**src/rtl/traffic_light_monitor_if.sv**
```systemverilog
// Traffic-light output bundle as seen by a passive monitor.
// The master side drives the lamp/walk signals and clr_err and observes the checker results.
// The slave side is the monitor itself.
interface traffic_light_monitor_if #(
    parameter int CNT_W = 8
);
    // Lamp and pedestrian signals, plus the error-clear request
    logic             green;
    logic             yellow;
    logic             red;
    logic             walk;
    logic             dontwalk;
    logic             clr_err;

    // Monitor results
    logic [1:0]       phase;
    logic             phase_valid;
    logic             err_encoding;
    logic             err_sequence;
    logic             err_dwell;
    logic             err_sticky;
    logic [CNT_W-1:0] err_count;
    logic             cycle_ok;

    modport master (
        output green, yellow, red, walk, dontwalk, clr_err,
        input  phase, phase_valid, err_encoding, err_sequence, err_dwell,
               err_sticky, err_count, cycle_ok
    );

    modport slave (
        input  green, yellow, red, walk, dontwalk, clr_err,
        output phase, phase_valid, err_encoding, err_sequence, err_dwell,
               err_sticky, err_count, cycle_ok
    );
endinterface

```
**src/rtl/traffic_light_monitor.sv**
```systemverilog
// Passive traffic-light checker.
// The lamp pattern is registered, then decoded and checked against the tracked phase.
// The checks cover encoding legality, phase order and per-phase dwell time.
// All results appear one cycle after the sample they describe.
module traffic_light_monitor #(
    parameter int GO_CYC   = 10,
    parameter int CAU_CYC  = 3,
    parameter int WALK_CYC = 7,
    parameter int CLR_CYC  = 2,
    parameter int CNT_W    = 8
) (
    input  logic                     clk,
    input  logic                     rst,
    traffic_light_monitor_if.slave   tl
);

    typedef enum logic {
        SYNC  = 1'b0,
        TRACK = 1'b1
    } state_t;

    localparam logic [1:0]       PH_GO    = 2'd0;
    localparam logic [1:0]       PH_CAU   = 2'd1;
    localparam logic [1:0]       PH_WALK  = 2'd2;
    localparam logic [1:0]       PH_CLR   = 2'd3;

    localparam logic [CNT_W-1:0] REQ_GO   = CNT_W'(GO_CYC);
    localparam logic [CNT_W-1:0] REQ_CAU  = CNT_W'(CAU_CYC);
    localparam logic [CNT_W-1:0] REQ_WALK = CNT_W'(WALK_CYC);
    localparam logic [CNT_W-1:0] REQ_CLR  = CNT_W'(CLR_CYC);
    localparam logic [CNT_W-1:0] CNT_MAX  = '1;
    localparam logic [CNT_W-1:0] CNT_ONE  = CNT_W'(1);

    // Input sample stage
    logic [4:0]       r_smp;
    logic             r_smp_vld;

    // Tracking state
    state_t           r_state;
    logic [1:0]       r_phase;
    logic [CNT_W-1:0] r_dwell;
    logic             r_armed;

    // Registered results
    logic             r_enc;
    logic             r_seq;
    logic             r_dwl;
    logic             r_ok;
    logic             r_sticky;
    logic [CNT_W-1:0] r_cnt;

    // Decode and check signals
    logic             w_legal;
    logic [1:0]       w_cur;
    logic [1:0]       w_next_ph;
    logic [CNT_W-1:0] w_req;
    logic [CNT_W-1:0] w_dwell_inc;
    logic             w_same;
    logic             w_track_chk;
    logic             w_enc;
    logic             w_seq;
    logic             w_dwl;
    logic             w_any;
    logic             w_ok;

    // Capture the lamp pattern.
    // Reset leaves an all-zero pattern, which is never flagged because r_smp_vld is clear.
    always_ff @(posedge clk or negedge rst) begin
        if (!rst) begin
            r_smp     <= '0;
            r_smp_vld <= 1'b0;
        end else begin
            r_smp     <= {tl.green, tl.yellow, tl.red, tl.walk, tl.dontwalk};
            r_smp_vld <= 1'b1;
        end
    end

    // Decode the sampled pattern into a phase and flag illegal combinations
    always_comb begin
        w_legal = 1'b1;
        w_cur   = PH_GO;
        case (r_smp)
            5'b10001: w_cur = PH_GO;
            5'b01001: w_cur = PH_CAU;
            5'b00110: w_cur = PH_WALK;
            5'b00101: w_cur = PH_CLR;
            default:  w_legal = 1'b0;
        endcase
    end

    // Look up the required dwell of the phase currently being tracked
    always_comb begin
        w_req = REQ_GO;
        case (r_phase)
            PH_GO:   w_req = REQ_GO;
            PH_CAU:  w_req = REQ_CAU;
            PH_WALK: w_req = REQ_WALK;
            PH_CLR:  w_req = REQ_CLR;
            default: w_req = REQ_GO;
        endcase
    end

    // Evaluate the checks for the sample held in r_smp
    always_comb begin
        w_next_ph   = r_phase + 2'd1;
        w_dwell_inc = (r_dwell == CNT_MAX) ? r_dwell : r_dwell + CNT_ONE;
        w_same      = (w_cur == r_phase);
        w_track_chk = r_smp_vld && w_legal && (r_state == TRACK);

        w_enc = r_smp_vld && !w_legal;
        w_seq = w_track_chk && !w_same && (w_cur != w_next_ph);
        // Overrun is flagged on the step where dwell would reach required+1.
        // Underrun is flagged on leaving the phase early.
        w_dwl = w_track_chk && (w_same ? (r_dwell == w_req) : (r_dwell < w_req));
        w_any = w_enc | w_seq | w_dwl;

        w_ok  = w_track_chk && r_armed && (r_phase == PH_CLR) && (w_cur == PH_GO) &&
                (r_dwell == REQ_CLR) && !w_any;
    end

    // Tracking FSM with registered result flags and error accounting
    always_ff @(posedge clk or negedge rst) begin
        if (!rst) begin
            r_state  <= SYNC;
            r_phase  <= PH_GO;
            r_dwell  <= '0;
            r_armed  <= 1'b0;
            r_enc    <= 1'b0;
            r_seq    <= 1'b0;
            r_dwl    <= 1'b0;
            r_ok     <= 1'b0;
            r_sticky <= 1'b0;
            r_cnt    <= '0;
        end else begin
            r_enc    <= w_enc;
            r_seq    <= w_seq;
            r_dwl    <= w_dwl;
            r_ok     <= w_ok;

            // The clear acts first, so an error in the same cycle survives it
            r_sticky <= w_any | (r_sticky & ~tl.clr_err);
            if (tl.clr_err) begin
                r_cnt <= w_any ? CNT_ONE : '0;
            end else if (w_any && (r_cnt != CNT_MAX)) begin
                r_cnt <= r_cnt + CNT_ONE;
            end

            if (r_smp_vld) begin
                if (!w_legal) begin
                    // The phase output keeps its last legal value.
                    // A zero dwell marks "no phase loaded" for SYNC.
                    r_state <= SYNC;
                    r_dwell <= '0;
                    r_armed <= 1'b0;
                end else begin
                    case (r_state)
                        SYNC: begin
                            if (r_dwell == '0) begin
                                r_phase <= w_cur;
                                r_dwell <= CNT_ONE;
                            end else if (w_same) begin
                                r_dwell <= w_dwell_inc;
                            end else begin
                                r_state <= TRACK;
                                r_phase <= w_cur;
                                r_dwell <= CNT_ONE;
                                r_armed <= (w_cur == PH_GO);
                            end
                        end
                        TRACK: begin
                            if (w_same) begin
                                r_dwell <= w_dwell_inc;
                                if (w_any) begin
                                    r_armed <= 1'b0;
                                end
                            end else begin
                                r_phase <= w_cur;
                                r_dwell <= CNT_ONE;
                                if (w_any) begin
                                    r_armed <= 1'b0;
                                end else if (w_cur == PH_GO) begin
                                    r_armed <= 1'b1;
                                end
                            end
                        end
                        default: begin
                            r_state <= SYNC;
                            r_dwell <= '0;
                            r_armed <= 1'b0;
                        end
                    endcase
                end
            end
        end
    end

    assign tl.phase        = r_phase;
    assign tl.phase_valid  = (r_state == TRACK);
    assign tl.err_encoding = r_enc;
    assign tl.err_sequence = r_seq;
    assign tl.err_dwell    = r_dwl;
    assign tl.err_sticky   = r_sticky;
    assign tl.err_count    = r_cnt;
    assign tl.cycle_ok     = r_ok;

endmodule

```
**src/flat_wrapper.sv**
```systemverilog
// flat-port wrapper written by rule: the top's interface ports become plain ports
module traffic_light_monitor_flat 
#(
    parameter int GO_CYC   = 10,
    parameter int CAU_CYC  = 3,
    parameter int WALK_CYC = 7,
    parameter int CLR_CYC  = 2,
    parameter int CNT_W    = 8
)
  (clk, rst, tl_green, tl_yellow, tl_red, tl_walk, tl_dontwalk, tl_clr_err, tl_phase, tl_phase_valid, tl_err_encoding, tl_err_sequence, tl_err_dwell, tl_err_sticky, tl_err_count, tl_cycle_ok);
  traffic_light_monitor_if #(.CNT_W(CNT_W)) tl_i ();
  input  logic clk;
  input  logic rst;
  input wire logic [$bits(tl_i.green)-1:0] tl_green;
  input wire logic [$bits(tl_i.yellow)-1:0] tl_yellow;
  input wire logic [$bits(tl_i.red)-1:0] tl_red;
  input wire logic [$bits(tl_i.walk)-1:0] tl_walk;
  input wire logic [$bits(tl_i.dontwalk)-1:0] tl_dontwalk;
  input wire logic [$bits(tl_i.clr_err)-1:0] tl_clr_err;
  output wire logic [$bits(tl_i.phase)-1:0] tl_phase;
  output wire logic [$bits(tl_i.phase_valid)-1:0] tl_phase_valid;
  output wire logic [$bits(tl_i.err_encoding)-1:0] tl_err_encoding;
  output wire logic [$bits(tl_i.err_sequence)-1:0] tl_err_sequence;
  output wire logic [$bits(tl_i.err_dwell)-1:0] tl_err_dwell;
  output wire logic [$bits(tl_i.err_sticky)-1:0] tl_err_sticky;
  output wire logic [$bits(tl_i.err_count)-1:0] tl_err_count;
  output wire logic [$bits(tl_i.cycle_ok)-1:0] tl_cycle_ok;
  assign tl_i.green = tl_green;
  assign tl_i.yellow = tl_yellow;
  assign tl_i.red = tl_red;
  assign tl_i.walk = tl_walk;
  assign tl_i.dontwalk = tl_dontwalk;
  assign tl_i.clr_err = tl_clr_err;
  assign tl_phase = tl_i.phase;
  assign tl_phase_valid = tl_i.phase_valid;
  assign tl_err_encoding = tl_i.err_encoding;
  assign tl_err_sequence = tl_i.err_sequence;
  assign tl_err_dwell = tl_i.err_dwell;
  assign tl_err_sticky = tl_i.err_sticky;
  assign tl_err_count = tl_i.err_count;
  assign tl_cycle_ok = tl_i.cycle_ok;
  traffic_light_monitor #(.GO_CYC(GO_CYC), .CAU_CYC(CAU_CYC), .WALK_CYC(WALK_CYC), .CLR_CYC(CLR_CYC), .CNT_W(CNT_W)) u_core (.clk(clk), .rst(rst), .tl(tl_i));
endmodule
```
**config.mk**
```make
export PLATFORM = sky130hd
export DESIGN_NAME = traffic_light_monitor_flat
export DESIGN_NICKNAME = d
export VERILOG_FILES = /design/src/rtl/traffic_light_monitor_if.sv /design/src/rtl/traffic_light_monitor.sv /design/src/flat_wrapper.sv
export SDC_FILE = /design/constraint.sdc
export NUM_CORES = 1
export LEC_CHECK = 0
export CAP_MARGIN = 20
export CORE_ASPECT_RATIO = 1.5
export CORE_UTILIZATION = 50
export DETAILED_ROUTE_END_ITERATION = 7
export PLACE_DENSITY = 0.74
export RECOVER_POWER = 50
export SLEW_MARGIN = 20
export SYNTH_ARGS = -nofsm -noshare
export SYNTH_HDL_FRONTEND = slang
export SYNTH_SLANG_ARGS = --single-unit
```
**constraint.sdc**
```tcl
create_clock -name clk -period 2.5 [get_ports clk]
set_input_delay 0.25 -clock clk [delete_from_list [all_inputs] [get_ports clk]]
set_output_delay 0.25 -clock clk [all_outputs]
set_load 0.01 [all_outputs]
```
Word-level counts from Yosys, hierarchy flattened
Index checks and enable logic that the tools add are counted.
{"block": "totals", "reg_bits": 31, "latch_bits": 0, "mem_bits_rw": 0, "mem_bits_ro": 0, "output_inout_bits": 16, "elab_cells": 88, "mem_count": 0}
{"block": "classes", "add_sub_neg": 3, "mul": 0, "div": 0, "magnitude_cmp": 1, "n_eq_ne": 17, "shift": 0, "n_mux": 27, "n_bitwise": 6, "reduce_logical": 22}
{"op": "$mux 8", "n": 6}
{"op": "$pmux 8 s4", "n": 1}
{"op": "$add 8x1->8 const B", "n": 2}
{"op": "$pmux 8 s2", "n": 1}
{"op": "$mux 1", "n": 14}
{"op": "$logic_and 1x1->1", "n": 12}
{"op": "$eq 5x3->1 const B", "n": 2}
{"op": "$eq 8x2->1 const B", "n": 1}
{"op": "$eq 8x8->1", "n": 1}
{"op": "$eq 8x8->1 const B", "n": 1}
{"op": "$logic_not 8->1", "n": 1}
{"op": "$lt 8x8->1", "n": 1}
{"op": "$ne 4x4->1 const B", "n": 2}
{"op": "$ne 8x8->1 const B", "n": 1}
{"op": "$ne 3x3->1 const B", "n": 2}
{"op": "$pmux 2 s3", "n": 1}
{"op": "$eq 5x4->1 const B", "n": 1}
{"op": "$eq 5x5->1 const B", "n": 1}
{"op": "$reduce_and 5->1", "n": 1}
{"op": "$eq 2x2->1 const B", "n": 2}
{"op": "$logic_not 2->1", "n": 2}
{"op": "$mux 2", "n": 2}
{"op": "$pmux 2 s2", "n": 1}
{"op": "$reduce_or 4->1", "n": 1}
{"op": "11 further kinds", "n": 16}

Depth between registers and ports, before layout
Gate-level depths: netlist of the first run.
{"block": "depth", "depth_word": 13, "mapped_depth": 11}

Worst setup path before layout of the first run
No wires, ideal clock.
{"block": "synth_timing", "path_kind": "reg2reg", "startpoint": "reg u_core.r_phase[0] (netlist: u_core.tl.phase[0])", "endpoint": "reg u_core.r_cnt[5] (netlist: u_core.tl.err_count[5])", "setup_ns": 0.128, "arrival_ns": 2.584, "required_time_ns": 2.372, "path_slack_ns": -0.212, "path_stages_with_launch": 12, "path_buffers": 0, "cell_sequence": "dfrtp_1 -> inv_1 -> ha_1 -> inv_1 -> ha_1 -> and3_1 -> nand3_2 -> a2111oi_2 -> o211a_4 -> nor3_4 -> nor4_1 -> mux2_1"}
{"block": "synth_between", "elab_chain_len": 8}
{"element": "start: declaration", "line_no": "traffic_light_monitor.sv:40", "rtl": "logic [1:0] r_phase;"}
{"element": "start signal: assignment", "line_no": "traffic_light_monitor.sv:159", "rtl": "r_phase <= w_cur;"}
{"element": "start signal: assignment", "line_no": "traffic_light_monitor.sv:165", "rtl": "r_phase <= w_cur;"}
{"element": "start signal: assignment", "line_no": "traffic_light_monitor.sv:177", "rtl": "r_phase <= w_cur;"}
{"element": "$eq 2x2->1 (tied with other cells)", "line_no": "traffic_light_monitor.sv:94", "rtl": "case (r_phase)"}
{"element": "$pmux 8 s4", "line_no": "traffic_light_monitor.sv:94"}
{"element": "$lt 8x8->1 or $eq 8x8->1 (tied branches)", "line_no": "traffic_light_monitor.sv:114", "rtl": "w_dwl = w_track_chk && (w_same ? (r_dwell == w_req) : (r_dwell < w_req));"}
{"element": "$mux 1 *", "line_no": "traffic_light_monitor.sv:114"}
{"element": "$logic_and 1x1->1 *", "line_no": "traffic_light_monitor.sv:114"}
{"element": "named net u_core.w_dwl", "line_no": "traffic_light_monitor.sv:62", "rtl": "logic w_dwl;"}
{"element": "$or 1x1->1 *", "line_no": "traffic_light_monitor.sv:115", "rtl": "w_any = w_enc | w_seq | w_dwl;"}
{"element": "$logic_and 1x1->1 *", "line_no": "traffic_light_monitor.sv:144", "rtl": "end else if (w_any && (r_cnt != CNT_MAX)) begin"}
{"element": "$reduce_bool 2->1 (no source line) *"}
{"element": "end signal: assignment", "line_no": "traffic_light_monitor.sv:143", "rtl": "r_cnt <= w_any ? CNT_ONE : '0;"}
{"element": "end signal: assignment", "line_no": "traffic_light_monitor.sv:145", "rtl": "r_cnt <= r_cnt + CNT_ONE;"}
{"element": "end: declaration", "line_no": "traffic_light_monitor.sv:50", "rtl": "logic [CNT_W-1:0] r_cnt;"}
Mark *: on every way through the listed nets, which the timed path passes. The rest lies on a longest branch. The select of a mux whose other input is x is not followed.
A chain may end at the register's enable or synchronous reset.

Final worst setup path of the first run
{"block": "layout_timing", "startpoint": "reg u_core.r_smp[2]", "endpoint": "reg u_core.r_cnt[7] (netlist: u_core.tl.err_count[7])"}
{"element": "start: declaration", "line_no": "traffic_light_monitor.sv:35", "rtl": "logic [4:0] r_smp;"}
{"element": "start signal: assignment", "line_no": "traffic_light_monitor.sv:73", "rtl": "r_smp <= {tl.green, tl.yellow, tl.red, tl.walk, tl.dontwalk};"}
{"element": "parallel branches: the longest is 5 deep, another holds $eq 5x3->1"}
{"element": "$logic_and 1x1->1 *", "line_no": "traffic_light_monitor.sv:114"}
{"element": "named net u_core.w_dwl", "line_no": "traffic_light_monitor.sv:62"}
{"element": "$or 1x1->1 *", "line_no": "traffic_light_monitor.sv:115"}
{"element": "$logic_and 1x1->1 *", "line_no": "traffic_light_monitor.sv:144"}
{"element": "$reduce_bool 2->1 (no source line) *"}
Mark *: on every way through the listed nets, which the timed path passes.

==> summary.txt, run 1 <==
Run status
  – Status: finished, violations left
  – Failing checks: max-capacitance violations, max-slew violations, negative setup slack

STA
  – Max_slew headroom: -15.4%
  – Hold slack: 517 ps
  – Final Hold Fails: 0
  – Worst-Margin Slew: 1730 ps
  – Post-route setup slack: -57.7 ps
  – RSZ-0062 raised after global routing: yes
  – Clk_skew: 3.83 ps
  – TNS Setup: -116 ps
  – Max Freq: ~390 MHz
  – Final setup vio count: 5
  – Post-route minimum period: 2560 ps
  – Fin crit share: 102%
  – Final Max Slew Viols: 32

Drt
  – DRT iter0 DRCs: 53
  – Drt wl/cell: around 16 um
  – Initial DRT Pass Iterations: 4
  – Antenna Nets Post-Route: 0
  – DRC: 0
  – Final WL: ~4900 um
  – Detailed-route via count: 1756
  – Routed vias/inst: about 6.0

Placement
  – Placed Area: 2400 sq um
  – PortBufs: 23
  – GP Congestion: ~0.89
  – Post-DP HPWL: 3410 um

Die
  – Die area: approximately 4200 sq um
  – Die height: around 80 um
  – CORE AREA: 3720 sq um
  – Num ports: 24
  – Die Wd: ~53 um
  – Row count: 27
  – Starting density of the core: 53.1%

Yosys
  – Top-area cell type share of the netlist area: 39.3%
  – Post-synth EDFFs: 0
  – Synth area leader: dfrtp_1
  – Main flop type after synthesis: dfrtp_1
  – Net Count, Synth: ~230
  – Largest cells by area after synthesis: dfrtp_1, ha_1, o21ai_0, a21oi_1, nand2_1
  – Synth Cell Area: between 1500 and 2000 sq um
  – Warnings from Yosys: 0
  – Sequential area share after synthesis: a little under 40%
  – Fraction of registers with async set/reset: 100%
  – Yosys cell types: between 50 and 60
  – Syn avg cell area: 9.53 sq um
  – Post-synthesis sequential element count: 31
  – Syn Inst Count: 207

Critical path
  – CP max-delay cell: or4_4
  – CP Data Required Time: 2690 ps
  – Worst r2r dst: u_core.tl.err_count[7]
  – R2R depth: 8
  – Crit-path max cell delay: 520 ps
  – Crit Path Class: register to register
  – Reg2reg start: u_core.r_smp[2]
  – Crit-path cells: buf_4 -> nor3b_2 -> a21boi_1 -> or2b_2 -> o211a_4 -> nor3_4 -> or4_4 -> a21oi_2
  – R2R setup slack: -60 ps
  – Crit Path Max Fanout: 8
  – Crit end category: register
  – Crit path launch type: register
  – WP data arrival: ~2800 ps

Layout
  – # diodes: 0
  – Most frequent cells in the layout: dfrtp_1, buf_4, o21ai_0, clkdlybuf4s50_1, nand2_1
  – FILL cells: 301
  – Area of the multi-input gates: roughly 1200 sq um
  – Final instance area: 2580 sq um
  – Most common cell after layout, fill and taps aside: dfrtp_1
  – Seq. cell area: 779 sq um
  – Nets: between 200 and 300
  – Share of cells above drive strength 1: approximately a quarter
  – Area added between synthesis and finish: 31.0%

GRT
  – Pin count of the biggest net entering global routing: 32
  – GRT Total Usage: a little over a quarter
  – Vias in the first global route: roughly 1900
  – GR Overflow Total: 0
  – First-pass GRT wire length: 8110 um
  – Initial antenna violation count: 0

CTS
  – Clk slew on worst S/H paths: ~70 ps
  – H-tree depth: 2
  – Clk root buf: clkbuf_8
  – Cts bufs inserted: 5
  – TritonCTS clock tree: built
  – Clk_lat worst skew: 280 ps
  – CTS sink cnt: 31
  – Clock tree buffer depth: 2

Pwr
  – Logic pwr share: 26.5%
  – Peak supply drop: 502 uV
  – Power, Total: approximately 1.3 mW
  – Pleak: roughly 1.1 nW
  – Power per cell area: 487 nW/um^2
  – P_sw: approximately 0.38 mW
  – P_int: 0.877 mW
  – Switch share: 30.3%
  – Sequential share of power: 43.6%
  – Clock network power share: 29.9%

Hold path
  – Worst Hold Class: input port to register
  – Worst hold stages: 1
  – Hold path start: tl_walk
  – Hold-critical path endpoint: u_core.r_smp[1]

Job
  – Maxcap violations: 1
-- power by group through the flow --
stage	clock [mW]	combinational [mW]	sequential, mW
after floorplan	0	0.157	0.560
after global placement	0	0.284	0.552
after detailed placement	0	0.300	0.554
after CTS	0.386	0.328	0.547
after global routing	0.402	0.363	0.552
final	0.376	0.333	0.548
-- metrics by stage --
step	setup slack, ps	std cells	util, %
after floorplan	-15.0	207	-
after global placement	-15.1	285	64.5
after detailed placement	-129	285	64.5
after CTS	-11.8	295	68.8
after global routing	-177	295	69.5
final	-57.7	295	69.5
-- kinds of logic after synthesis --
group           synth area share (%)
simple gates                    25.6
fa+ha+maj                       6.35
xor+xnor                        2.16
other cells                    0.190
compound gates                  17.6
mux                             4.00
buf+inv                         4.70
flops                           39.3
-- critical path, delay by kind of cell (launching register included) --
| family | cells | cell delay, ps |
|---|---|---|
| simple gates | 4 | 1110 |
| compound gates | 3 | 760 |
| flops | 1 | 430 |
| buf+inv | 1 | 170 |
-- layout make-up --
type / count / area share [%]
multi-input combinational: 157 / 47.7
sequential: 31 / 30.2
timing repair buffer: 45 / 15.2
clock buffer: 7 / 2.95
tap: 43 / 2.08
inverter: 11 / 1.69
clock inverter: 1 / 0.194
-- sequential cells by signal, indices dropped and copies added, names as in the netlist, 2 cells and up --
| signal | count |
|---|---|
| u_core.tl.phase | 2 |
| u_core.r_dwell | 8 |
| u_core.r_smp | 5 |
| u_core.tl.err_count | 8 |
-- how the worst max path moves through the flow --
stage / from / slack, ps / cells after the start / to
after detailed placement: u_core.r_smp[4] / -130 / 8 / u_core.tl.err_count[5]
after floorplan: u_core.tl.phase[0] / -10 / 11 / u_core.tl.err_count[3]
after global placement: u_core.r_smp[4] / -20 / 8 / u_core.tl.err_count[7]
final: u_core.r_smp[2] / -60 / 8 / u_core.tl.err_count[7]
after CTS: u_core.tl.phase[1] / -10 / 11 / u_core.tl.err_count[7]
after global routing: u_core.r_smp[2] / -180 / 8 / u_core.tl.err_count[7]
-- Yosys cell counts (all sizes together), types with 2 or more instances --
| library cell | count |
|---|---|
| nand3 | 11 |
| mux2 | 4 |
| nand4 | 2 |
| a21oi | 14 |
| nand3b | 7 |
| nand2b | 5 |
| ha | 10 |
| dfrtp | 31 |
| nor4 | 4 |
| xor2 | 2 |
| nand2 | 16 |
| and3 | 7 |
| nor2b | 5 |
| nor3 | 4 |
| a22o | 3 |
| inv | 11 |
| nor3b | 5 |
| buf | 4 |
| nor2 | 13 |
| or3b | 2 |
| o211ai | 2 |
| mux2i | 3 |
| xnor2 | 2 |
| o21ai | 18 |
| clkbuf | 3 |
-- layer usage --
layer | global-route usage [%] | share of wire, % | vias to the layer above
li1 | - | - | 833
met1 | 27.4 | 38 | 856
met2 | 46.9 | 55 | 53
met3 | 5.36 | 3.5 | 14
met4 | 13.2 | 3.2 | 0
met5 | 0 | 0 | -
-- repair_timing --
| item | in CTS | in global routing |
|---|---|---|
| gates resized for setup | 11 | 5 |
| setup buffers | 2 | 0 |
| pin swaps | 1 | 2 |
| setup endpoints to repair | 5 | 9 |
| hold buffers | 0 | 0 |
(Power assumes the default switching activity.)
==> run 2, diff against run 1 <==
MAX_ROUTING_LAYER = met4   (was default)
==> run 2 against run 1 <==
The run still ends with max-capacitance violations, max-slew violations, negative setup slack left. Critical path type unchanged. Sequential power hardly changed. Final area unchanged. Routed wire length increased by 0.14%. Clock power barely moved. Total power is essentially flat. Count of clock-buffer cells in the layout unchanged. Combinational power is essentially flat. Maximum frequency barely moved. Non-clock buffer count did not move. Highest routed layer unchanged. Via count increased by 0.28%. Worst setup slack better by 1.6 ps.
==> summary.txt, run 2 (synthesized netlist as in run 1, its figures left out) <==
CTS
  – Clk root buf: clkbuf_8
  – CTS sink cnt: 31 (unchanged)
  – Hold-fix buffers, CTS: 0 (unchanged)
  – TritonCTS clock tree: built
  – Clock tree buffer depth: 2 (unchanged)
  – Cts bufs inserted: 5 (unchanged)
  – Clk slew on worst S/H paths: 60 ps (about the same)
  – H-tree depth: 2 (unchanged)
  – Clk_lat worst skew: 280 ps (about the same)

Pwr
  – Pleak: 1.08 nW (unchanged)
  – Power per cell area: 487 nW/um^2 (about the same)
  – Peak supply drop: 501 uV (-0.19%)

Critical path
  – WP data arrival: 2750 ps (about the same)
  – CP max-delay cell: or4_4
  – Crit path launch type: register
  – Reg2reg start: u_core.r_smp[2]
  – Crit path launch: u_core.r_smp[2]
  – Crit end category: register
  – Crit Path Max Fanout: 8 (unchanged)
  – Crit-path max cell delay: 520 ps (about the same)
  – R2R setup slack: -60 ps (about the same)
  – Crit Path Class: register to register
  – CP Data Required Time: 2690 ps (about the same)
  – Crit-path cells: buf_4 -> nor3b_2 -> a21boi_1 -> or2b_2 -> o211a_4 -> nor3_4 -> or4_4 -> a21oi_2

Layout
  – Area added between synthesis and finish: 31.0% (unchanged)
  – Nets: 269 (unchanged)
  – Most common cell after layout, fill and taps aside: dfrtp_1
  – Seq. cell area: 779 sq um (unchanged)
  – Area of the multi-input gates: 1230 sq um (unchanged)
  – Final instance area: 2580 sq um (unchanged)
  – Finished Core Util: 69.5% (unchanged)
  – Share of cells above drive strength 1: 24.6% (unchanged)
  – # diodes: 0 (unchanged)
  – FILL cells: 301 (unchanged)
  – Most frequent cells in the layout: dfrtp_1, buf_4, o21ai_0, clkdlybuf4s50_1, nand2_1

Drt
  – Detailed-route via count: 1761 (+0.28%)
  – Initial DRT Pass Iterations: 4 (unchanged)
  – DRT iter0 DRCs: 59 (+11%)
  – Final WL: 4870 um (+0.14%)
  – DRC: 0 (unchanged)
  – Drt wl/cell: 16.5 um (+0.14%)
  – Routed vias/inst: 5.97 (+0.28%)
  – Antenna Nets Post-Route: 0 (unchanged)

STA
  – Post-route setup slack: -56.1 ps (+1.63 ps)
  – Final setup vio count: 5 (unchanged)
  – Max Freq: 391 MHz (about the same)
  – Final Max Slew Viols: 32 (unchanged)
  – Worst-Margin Slew: 1710 ps (-16.4 ps)
  – Clk_skew: 3.88 ps (+0.0502 ps)
  – Final Hold Fails: 0 (unchanged)
  – Post-route minimum period: 2560 ps (-1.63 ps)
  – Max_slew headroom: -14.3% (+1.1 points)
  – Fin crit share: 102% (about the same)
  – RSZ-0062 raised after global routing: yes

Job
  – Maxcap violations: 1 (unchanged)

Die
  – Row count: 27 (unchanged)
  – Starting density of the core: 53.1% (unchanged)
  – Die area: 4200 sq um (unchanged)
  – Die Wd: 53.3 um (unchanged)
  – Num ports: 24 (unchanged)
  – Die height: 78.9 um (unchanged)
  – CORE AREA: 3720 sq um (unchanged)

GRT
  – GR Overflow Total: 0 (unchanged)
  – Pin count of the biggest net entering global routing: 32 (unchanged)
  – Vias in the first global route: 1864 (+0.27%)
  – Initial antenna violation count: 0 (unchanged)
  – GRT Total Usage: 26.9% (+0.69 points)
  – First-pass GRT wire length: 8100 um (about the same)

Placement
  – Post-DP HPWL: 3410 um (unchanged)
  – GP Congestion: 0.900 (+1.7%)
  – Placed Area: 2400 sq um (unchanged)
  – PortBufs: 23 (unchanged)

Run status
  – Status: finished, violations left
  – Failing checks: max-capacitance violations, max-slew violations, negative setup slack

Hold path
  – Worst Hold Class: input port to register
  – Hold path start: tl_walk
[run 2: cell counts in the layout (fill, tap and decap cells not counted)]
Identical to the previous run, type by type.
[run 2: cell type report]
| type | count | area share (%) |
|---|---|---|
| Clock inverter | 1 | 0.194 |
| Multi-Input combinational cell | 157 | 47.7 |
| Sequential cell | 31 | 30.2 |
| Tap cell | 43 | 2.08 |
| Timing Repair Buffer | 45 | 15.2 |
| Clock buffer | 7 | 2.95 |
| Inverter | 11 | 1.69 |
[run 2: repair_timing]
| item | 4_1_cts | 5_1_grt |
|---|---|---|
| hold endpoints to repair | 0 | 0 |
| setup endpoints to repair | 5 | 9 |
| pin swaps | 1 | 2 |
| resized for setup | 11 | 5 |
| setup buffers | 2 | 0 |
[run 2: worst paths after layout]
check / end / depth (start not counted)
max: u_core.tl.err_count[7] / 8
min: u_core.r_smp[1] / 1
max reg2reg: u_core.tl.err_count[7] / 8
min reg2reg: u_core.tl.err_sticky / 2
max in group asynchronous: u_core.tl.phase[0] / 2
min in group asynchronous: u_core.tl.phase[1] / 2
[run 2: where the power goes]
part,internal [mW],switching (mW)
Sequential,0.523,0.0257
Combinational,0.159,0.174
Clock,0.195,0.181
[run 2: metal layers]
layer,global-route usage (%),up-vias,part of all wire (%)
met2,46.9,46,55
li1,-,833,-
met5,-,-,0
met3,5.17,14,3.6
met1,27.5,868,38
met4,13.2,0,3.3
[run 2: worst max-delay path, delay by kind of cell, from the launching register on]
family                 cells  cell delay, ps
and+or+nand+nor            4            1100
DFF                        1             430
buffers and inverters      1             170
AOI/OAI and AO/OA          3             760
[run 2: per-stage QoR]
stage | hold slack, ps | std cells | power, mW | worst slack (ps) | TNS, ps
6_report | 519 | 295 | 1.26 | -56.1 | -117
5_1_grt | 519 | 295 | 1.32 | -177 | -939
4_1_cts | 383 | 295 | 1.26 | -11.8 | -27.1
3_5_place_dp | 546 | 285 | 0.854 | -129 | -385
3_3_place_gp | 521 | 285 | 0.836 | -15.1 | -15.1
2_1_floorplan | -45.6 | 207 | 0.718 | -15.0 | -33.2
==> run 3, diff against run 2 <==
ABC_CLOCK_PERIOD_IN_PS = 2500   (was default)
==> results of run 3 <==
Final layout, timing and power as in run 2 (identical DEF).
